File: src/rtl/rv_predecode_pipe_pkg.sv
// Shared opcode map, immediate format codes and skid-buffer states for the predecode stage.
package rv_predecode_pipe_pkg;

  localparam logic [4:0] OPC_LOAD     = 5'b00000;
  localparam logic [4:0] OPC_MISC_MEM = 5'b00011;
  localparam logic [4:0] OPC_OP_IMM   = 5'b00100;
  localparam logic [4:0] OPC_AUIPC    = 5'b00101;
  localparam logic [4:0] OPC_STORE    = 5'b01000;
  localparam logic [4:0] OPC_OP       = 5'b01100;
  localparam logic [4:0] OPC_LUI      = 5'b01101;
  localparam logic [4:0] OPC_BRANCH   = 5'b11000;
  localparam logic [4:0] OPC_JALR     = 5'b11001;
  localparam logic [4:0] OPC_JAL      = 5'b11011;
  localparam logic [4:0] OPC_SYSTEM   = 5'b11100;

  typedef enum logic [2:0] {
    FMT_NONE = 3'd0,
    FMT_I    = 3'd1,
    FMT_S    = 3'd2,
    FMT_B    = 3'd3,
    FMT_U    = 3'd4,
    FMT_J    = 3'd5
  } fmt_e;

  typedef enum logic [1:0] {
    ST_EMPTY = 2'd0,
    ST_ONE   = 2'd1,
    ST_TWO   = 2'd2
  } state_e;

endpackage

File: src/rtl/rv_predecode_pipe_imm_decode.sv
// Combinational decode of instruction format, sign-extended immediate and illegal-opcode flag.
module rv_predecode_pipe_imm_decode
  import rv_predecode_pipe_pkg::*;
#(
  parameter int XLEN      = 32,
  parameter int CHECK_ILL = 1
) (
  input  logic [31:0]     ir,
  output logic [2:0]      fmt,
  output logic [XLEN-1:0] imm,
  output logic            illegal
);

  function automatic logic [XLEN-1:0] sext32(input logic signed [31:0] v);
    logic signed [XLEN-1:0] r;
    r = XLEN'(v);
    return r;
  endfunction

  fmt_e fmt_v;
  logic known;

  always_comb begin
    fmt_v = FMT_NONE;
    known = 1'b1;
    // Compressed/reserved encodings (ir[1:0] != 2'b11) carry no format at all.
    if (ir[1:0] != 2'b11) begin
      known = 1'b0;
    end else begin
      case (ir[6:2])
        OPC_OP_IMM, OPC_LOAD, OPC_JALR, OPC_SYSTEM: fmt_v = FMT_I;
        OPC_STORE:                                  fmt_v = FMT_S;
        OPC_BRANCH:                                 fmt_v = FMT_B;
        OPC_LUI, OPC_AUIPC:                         fmt_v = FMT_U;
        OPC_JAL:                                    fmt_v = FMT_J;
        OPC_OP, OPC_MISC_MEM:                       fmt_v = FMT_NONE;
        default:                                    known = 1'b0;
      endcase
    end
  end

  always_comb begin
    imm = '0;
    case (fmt_v)
      FMT_I: imm = sext32({{20{ir[31]}}, ir[31:20]});
      FMT_S: imm = sext32({{20{ir[31]}}, ir[31:25], ir[11:7]});
      FMT_B: imm = sext32({{19{ir[31]}}, ir[31], ir[7], ir[30:25], ir[11:8], 1'b0});
      FMT_U: imm = sext32({ir[31:12], 12'h000});
      FMT_J: imm = sext32({{11{ir[31]}}, ir[31], ir[19:12], ir[20], ir[30:21], 1'b0});
      default: imm = '0;
    endcase
  end

  assign fmt     = fmt_v;
  assign illegal = (CHECK_ILL != 0) && !known;

endmodule

File: src/rtl/rv_predecode_pipe.sv
// Two-entry skid-buffered predecode stage: main reg M drives execute, skid reg S absorbs back-pressure.
module rv_predecode_pipe
  import rv_predecode_pipe_pkg::*;
#(
  parameter int XLEN      = 32,
  parameter int CHECK_ILL = 1
) (
  input  logic                     clk_i,
  input  logic                     rst_i,
  input  logic                     f_valid_i,
  output logic                     f_ready_o,
  input  logic [31:0]              f_ir_i,
  input  logic [XLEN-1:0]          f_pc_i,
  input  logic                     x_kill_i,
  output logic                     x_valid_o,
  input  logic                     x_ready_i,
  output logic [XLEN-1:0]          x_pc_o,
  output logic [31:0]              x_ir_o,
  output logic [4:0]               rf_rs1_o,
  output logic [4:0]               rf_rs2_o,
  output logic [4:0]               x_rs1_o,
  output logic [4:0]               x_rs2_o,
  output logic [4:0]               x_rd_o,
  output logic [4:0]               x_opcode_o,
  output logic [2:0]               x_fun_o,
  output logic [$clog2(XLEN)-1:0]  x_shamt_o,
  output logic                     x_shifter_sign_o,
  output logic [2:0]               x_fmt_o,
  output logic [XLEN-1:0]          x_imm_o,
  output logic                     x_illegal_o
);

  state_e          state_p1, state_d;
  logic [31:0]     m_ir_p1, s_ir_p1;
  logic [XLEN-1:0] m_pc_p1, s_pc_p1;
  logic            accept, consume, ld_m_in, ld_m_s, ld_s, use_s;
  logic            dec_illegal;

  assign f_ready_o = (state_p1 != ST_TWO) && !rst_i;
  assign x_valid_o = (state_p1 != ST_EMPTY);
  assign accept    = f_valid_i & f_ready_o;
  assign consume   = x_valid_o & x_ready_i;

  always_comb begin
    state_d = state_p1;
    ld_m_in = 1'b0;
    ld_m_s  = 1'b0;
    ld_s    = 1'b0;
    case (state_p1)
      ST_EMPTY: if (accept) begin
        state_d = ST_ONE;
        ld_m_in = 1'b1;
      end
      ST_ONE: begin
        if (accept && consume) begin
          ld_m_in = 1'b1;
        end else if (accept) begin
          state_d = ST_TWO;
          ld_s    = 1'b1;
        end else if (consume) begin
          state_d = ST_EMPTY;
        end
      end
      ST_TWO: if (consume) begin
        state_d = ST_ONE;
        ld_m_s  = 1'b1;
      end
      default: state_d = ST_EMPTY;
    endcase
    // Kill overrides everything, including a same-cycle accept.
    if (x_kill_i) begin
      state_d = ST_EMPTY;
      ld_m_in = 1'b0;
      ld_m_s  = 1'b0;
      ld_s    = 1'b0;
    end
  end

  // ---- stage p1: M/S storage ----
  always_ff @(posedge clk_i) begin
    if (rst_i) begin
      state_p1 <= ST_EMPTY;
      m_ir_p1  <= '0;
      m_pc_p1  <= '0;
      s_ir_p1  <= '0;
      s_pc_p1  <= '0;
    end else begin
      state_p1 <= state_d;
      if (ld_m_in) begin
        m_ir_p1 <= f_ir_i;
        m_pc_p1 <= f_pc_i;
      end else if (ld_m_s) begin
        m_ir_p1 <= s_ir_p1;
        m_pc_p1 <= s_pc_p1;
      end
      if (ld_s) begin
        s_ir_p1 <= f_ir_i;
        s_pc_p1 <= f_pc_i;
      end
    end
  end

  // Register-file read address for whatever lands in M next cycle.
  assign use_s    = (state_p1 == ST_TWO) && consume && !x_kill_i;
  assign rf_rs1_o = use_s ? s_ir_p1[19:15] : f_ir_i[19:15];
  assign rf_rs2_o = use_s ? s_ir_p1[24:20] : f_ir_i[24:20];

  assign x_pc_o           = m_pc_p1;
  assign x_ir_o           = m_ir_p1;
  assign x_rs1_o          = m_ir_p1[19:15];
  assign x_rs2_o          = m_ir_p1[24:20];
  assign x_rd_o           = m_ir_p1[11:7];
  assign x_opcode_o       = m_ir_p1[6:2];
  assign x_fun_o          = m_ir_p1[14:12];
  assign x_shifter_sign_o = m_ir_p1[30];

  generate
    if (XLEN == 64) begin : g_shamt64
      assign x_shamt_o = m_ir_p1[25:20];
    end else begin : g_shamt32
      assign x_shamt_o = m_ir_p1[24:20];
    end
  endgenerate

  rv_predecode_pipe_imm_decode #(
    .XLEN      (XLEN),
    .CHECK_ILL (CHECK_ILL)
  ) u_imm_decode (
    .ir      (m_ir_p1),
    .fmt     (x_fmt_o),
    .imm     (x_imm_o),
    .illegal (dec_illegal)
  );

  assign x_illegal_o = x_valid_o & dec_illegal;

endmodule

File: config.mk
export PLATFORM = sky130hd
export DESIGN_NAME = rv_predecode_pipe
export DESIGN_NICKNAME = d
export VERILOG_FILES = /design/src/rtl/rv_predecode_pipe_pkg.sv /design/src/rtl/rv_predecode_pipe_imm_decode.sv /design/src/rtl/rv_predecode_pipe.sv
export SDC_FILE = /design/constraint.sdc
export NUM_CORES = 1
export LEC_CHECK = 0
export BUFFER_PORTS_ARGS = -buffer_cell sky130_fd_sc_hd__buf_2
export CORE_ASPECT_RATIO = 1.75
export CORE_UTILIZATION = 50
export DETAILED_ROUTE_END_ITERATION = 16
export GPL_TIMING_DRIVEN = 1
export PLACE_DENSITY = 0.8
export RECOVER_POWER = 50
export SYNTH_ARGS = -nofsm -noshare
export SYNTH_HDL_FRONTEND = slang
export SYNTH_SLANG_ARGS = --single-unit
File: constraint.sdc
create_clock -name clk_i -period 4.6 [get_ports clk_i]
set_clock_uncertainty 0.15 [all_clocks]
set_input_delay 0.69 -clock clk_i [delete_from_list [all_inputs] [get_ports clk_i]]
set_output_delay 0.69 -clock clk_i [all_outputs]
set_load 0.005 [all_outputs]
# Word-level counts from Yosys, hierarchy flattened
# Index checks and enable logic that the tools add are counted.
classes:
  reduce_logical: 16
  n_mux: 27
  eq_ne: 23
  bitwise: 3
ops:
  columns: ["operator", "count"]
  rows:
  - ["$pmux 32 s5", 1]
  - ["$mux 32", 4]
  - ["$eq 5x5->1 const B", 4]
  - ["$eq 5x4->1 const B", 3]
  - ["$pmux 3 s5", 1]
  - ["$mux 1", 11]
  - ["$reduce_or 11->1", 1]
  - ["$eq 5x3->1 const B", 2]
  - ["$mux 2", 5]
  - ["$mux 5", 2]
  - ["$ne 2x2->1 const B", 5]
  - ["$eq 3x2->1 const B", 2]
  - ["$eq 3x3->1 const B", 2]
  - ["$pmux 2 s3", 1]
  - ["$eq 5x2->1 const B", 1]
  - ["$logic_not 5->1", 1]
  - ["$logic_and 1x1->1", 4]
  - ["$reduce_and 4->1", 1]
  - ["$reduce_bool 2->1", 2]
  - ["$reduce_or 2->1", 2]
  - ["$reduce_or 4->1", 1]
  - ["$and 1x1->1", 3]
  - ["$eq 3x1->1 const B", 1]
  - ["$logic_not 1->1", 3]
  - ["other kinds (6)", 6]
totals:
  regBits: 130
  out_inout_bits: 141

# Depth between registers and ports, before layout
logic_depth:
  depth_word: 8
  ltp_mapped: 7

# Cells and area by module
# Synthesis repeated with hierarchy kept, for this count alone.
hier_totals:
  hier_cells: 756
  area_unflattened_um2: 6630.1
by_module_without_submodules:
  columns: ["mod", "cells_per_inst", "area_each_um2", "instances"]
  rows:
  - ["rv_predecode_pipe", 679, 6082.1, 1]
  - ["rv_predecode_pipe_imm_decode", 77, 548.0, 1]

# Worst setup path after synthesis
# No wires, ideal clock.
synth_timing:
  path_kind: "register -> output"
  startpoint: "register m_ir_p1[4] (netlist: x_ir_o[4])"
  endpoint: "output port x_imm_o[21]"
  path_stages_with_launch: 7
  setup_slack_ns: 2.212
  t_required_ns: 3.760
  t_arrival_ns: 1.548
  path_cell_list: "dfxtp_1 > and2b_1 > a32oi_4 > o21ai_2 > and2_4 > buf_6 > a21o_1"
synth_between:
  elab_chain_len: 6
synth_rtl:
  columns: ["item", "line", "text"]
  rows:
  - ["start, declared", "rv_predecode_pipe.sv:34", "logic [31:0] m_ir_p1, s_ir_p1;"]
  - ["start signal, assigned", "rv_predecode_pipe.sv:90", "m_ir_p1 <= f_ir_i;"]
  - ["start signal, assigned", "rv_predecode_pipe.sv:93", "m_ir_p1 <= s_ir_p1;"]
  - ["$eq 5x3->1 (tied with other cells)", "rv_predecode_pipe_imm_decode.sv:30", "case (ir[6:2])"]
  - ["$reduce_or 4->1 or $reduce_or 2->1 (tied branches)", "rv_predecode_pipe_imm_decode.sv:30", null]
  - ["$pmux 3 s5 (*)", "rv_predecode_pipe_imm_decode.sv:30", null]
  - ["$mux 3 (*)", "rv_predecode_pipe_imm_decode.sv:27", "if (ir[1:0] != 2'b11) begin"]
  - ["$eq 3x3->1 (tied with other cells)", "rv_predecode_pipe_imm_decode.sv:44", "case (fmt_v)"]
  - ["$pmux 32 s5 (*)", "rv_predecode_pipe_imm_decode.sv:44", null]
  - ["end, declared", "rv_predecode_pipe.sv:29", "output logic [XLEN-1:0] x_imm_o,"]
# Every way passes the cells marked *; elsewhere a longest branch is shown, timed or not.

# Worst setup path after layout
layout_timing:
  startpoint: "register state_p1[1]"
  endpoint: "output port rf_rs1_o[2]"
layout_between:
  elab_chain_len: 5
layout_rtl:
  columns: ["item", "line", "text"]
  rows:
  - ["start, declared", "rv_predecode_pipe.sv:33", "state_e state_p1, state_d;"]
  - ["start signal, assigned", "rv_predecode_pipe.sv:88", "state_p1 <= state_d;"]
  - ["$reduce_bool 2->1", "rv_predecode_pipe.sv:40", "assign x_valid_o = (state_p1 != ST_EMPTY);"]
  - ["$and 1x1->1", "rv_predecode_pipe.sv:42", "assign consume = x_valid_o & x_ready_i;"]
  - ["$logic_and 1x1->1 (*) (2 in series)", "rv_predecode_pipe.sv:104", "assign use_s = (state_p1 == ST_TWO) && consume && !x_kill_i;"]
  - ["$mux 5 (*)", "rv_predecode_pipe.sv:105", "assign rf_rs1_o = use_s ? s_ir_p1[19:15] : f_ir_i[19:15];"]
  - ["end, declared", "rv_predecode_pipe.sv:19", "output logic [4:0] rf_rs1_o,"]
# Marks and branches as above.

==> impl_metrics.yaml <==
status:
  outcome: "finished with violations"
  violations: "capacitance limit, slew limit"
setup_path:
  cp.arrival_ns: 2.97
  worstPathBufferInverterCount: 1
  critical_path.top_delay_family: "simple AND/OR/NAND/NOR gates"
  worst_path_max_delay_cell: "and3b_1"
  slowest_delay_ns: 1.37
  cp.required_ns: 3.76
  path_common_cell: "nand2_1"
  worstPathMaxFanout: 44
  critPathCaptureType: "primary output"
  critPathKind: "reg -> out"
  path_cells: "nor2b_1, and3b_1, nand2_1, nand2_1, buf_2"
  start_kind: "register"
cts:
  numClockSinks: 130
  ctsLongestPathBuffers: 2
  root_buffer: "clkbuf_16"
  cts_made_buffers: 17
  cts_hold_buf: 0
  cts_htree_levels: 4
  postCtsSetupRepairBufs: 0
  cts_tree: "yes"
  clk_pin_slew_ns: 0.05
  clk_latency_ns: 0.40
  cts.repair.resized: 0
finish:
  mostFrequentLayoutCells: "nand2_1, buf_2, dfxtp_1"
  final_util_pct: 63.98
  area_delta_synth_final_pct: 23.53
  finalInstanceArea_um2: 7186
  stdcell_count: 1063
  final_common_cell: "nand2_1"
  drive_gt1_share_pct: 22.99
  antenna_cells: 0
  fin_nets: 987
global_route:
  grt-ovfl-total: 0
  grt_pass1_wl_mm: 25.88
  antenna_found_initial: 0
  grtUsageTotal_pct: 26.76
  grt_max_degree: 71
  grt_pass1_vias: 5286
timing:
  finalHoldViolCount: 0
  holdWs_ns: 0.3023
  fin_crit_sh_pct: 82.74
  period_minus_slack_ns: 3.806
  setup_tns_ns: 0
  rsz0062_at_grt: "false"
  layout_setup_ws_ns: 0.7939
  slew_viol_final: 116
  fmax_ghz: 0.2627
  worst_slew_pin_slew_ns: 3.016
  slew_headroom_pct: -101.1
  setup_viol: 0
placement:
  place_hpwl_mm: 10.62
  place_ws_ns: 1.484
  place_congestion: 0.8000
  dp.cells: 1031
  placed_area_um2: 6633
  numPortBuffers: 209
logic_synthesis:
  async_reset_ff_share_pct: 0
  ys.warnings.count: 0
  synth_top_area_share_pct: 44.74
  synth_top_area_cell: "dfxtp_1"
  synth_area_um2: 5817
  synthTopCellsByArea: "dfxtp_1, nand2_1, a311oi_1"
  synth_ff_type: "dfxtp_1"
  ys_seq_area_share_pct: 44.74
  ys_types: 39
  syn_area_per_cell_um2: 7.515
  synth_edf_count: 0
  synth_nets: 843
  synth_seq_cells: 130
  synth_cells: 774
routing:
  drt_drc_violations_left: 0
  drt_pass1_iterations: 5
  ant_nets: 0
  routed_wl_mm: 16.29
  vias: 5826
  post_drt_via_cell_ratio: 5.481
  first_iter_violations: 411
  routedWlPerCell_um: 15.32
die:
  die_x_um: 83.54
  core_um2: 11230
  fp.dieH_um: 144.7
  io_pins: 210
  start_util_pct: 51.79
  dieArea_um2: 12090
  rows: 51
hold_path:
  hold_class: "reg -> reg"
power_and_ir_drop:
  finalPower_mw: 2.778
  ir_drop_mv: 0.2761
  power_leakage_nw: 3.095
  power_density_nw_per_um2: 386.5
job:
  maxCapViolations: 2
[sequential cells by signal, summed over array words and instances, names as in the netlist]
name and count:
x_ir_o 32, s_pc_p1 32, state_p1 2, s_ir_p1 32, x_pc_o 32
[cell families after synthesis]
kind of cell,Yosys count,share of synthesized area (%)
AOI/OAI and AO/OA,167,20.31
and+or+nand+nor,380,26.09
DFF,130,44.74
muxes,1,0.1721
buffers and inverters,95,8.539
xor gates and xnor gates,1,0.1506
[synth_stat cells (2+ instances only)]
library cell / n
a21o_1: 19
a21oi_1: 71
a22o_1: 4
a311oi_1: 64
and2_1: 7
buf_1: 3
buf_2: 19
buf_4: 29
clkbuf_1: 39
dfxtp_1: 130
inv_1: 3
nand2_1: 282
nand2b_1: 2
nand3_1: 2
nor2_1: 70
nor2b_1: 3
nor3b_1: 3
o21a_1: 2
o22ai_1: 2
[worst reg2reg max path: stages (launching register included)]
cell	delay, ns
dfxtp_1	0.38
nor2b_1	0.27
and3b_1	1.38
buf_4	0.46
nand2_1	0.09
a311oi_1	0.29
[report_power, final]
| part | switching (mW) | total (mW) | internal (mW) | leakage [nW] |
|---|---|---|---|---|
| clock | 0.483 | 1.39 | 0.908 | 0.295 |
| combinational | 0.111 | 0.195 | 0.0837 | 1.75 |
| sequential | 0.0329 | 1.19 | 1.16 | 1.06 |
[routing by layer]
| metal | share of wire (%) | vias to the layer above | GRT usage, % |
|---|---|---|---|
| li1 | - | 2864 | - |
| met1 | 39 | 2731 | 29.92 |
| met2 | 54 | 205 | 49.44 |
| met3 | 4.6 | 26 | 5.105 |
| met4 | 2.3 | 0 | 11.51 |
| met5 | 0 | - | 0 |
[final timing paths]
check | slack [ns] | start | endpoint | cells after the start
setup / recovery | 0.79 | state_p1[1]$_SDFFE_PP0P_ | rf_rs1_o[2] | 5
hold / removal | 0.30 | s_pc_p1[30]$_SDFFE_PP0P_ | s_pc_p1[30]$_SDFFE_PP0P_ | 2
setup reg to reg | 1.45 | state_p1[1]$_SDFFE_PP0P_ | x_pc_o[4]$_SDFFE_PP0P_ | 5
hold reg to reg | 0.30 | s_pc_p1[30]$_SDFFE_PP0P_ | s_pc_p1[30]$_SDFFE_PP0P_ | 2
[final cells by class]
type	count	area, µm²
multi-input cells	549	2730
fillers	1049	4045
inverters	4	15.01
well taps	132	165.2
flip-flops and latches	130	2603
clock buffers	23	488.0
repair buffers	216	1057
clock inverters	9	127.6
Power figures use the tool's default switching activity.
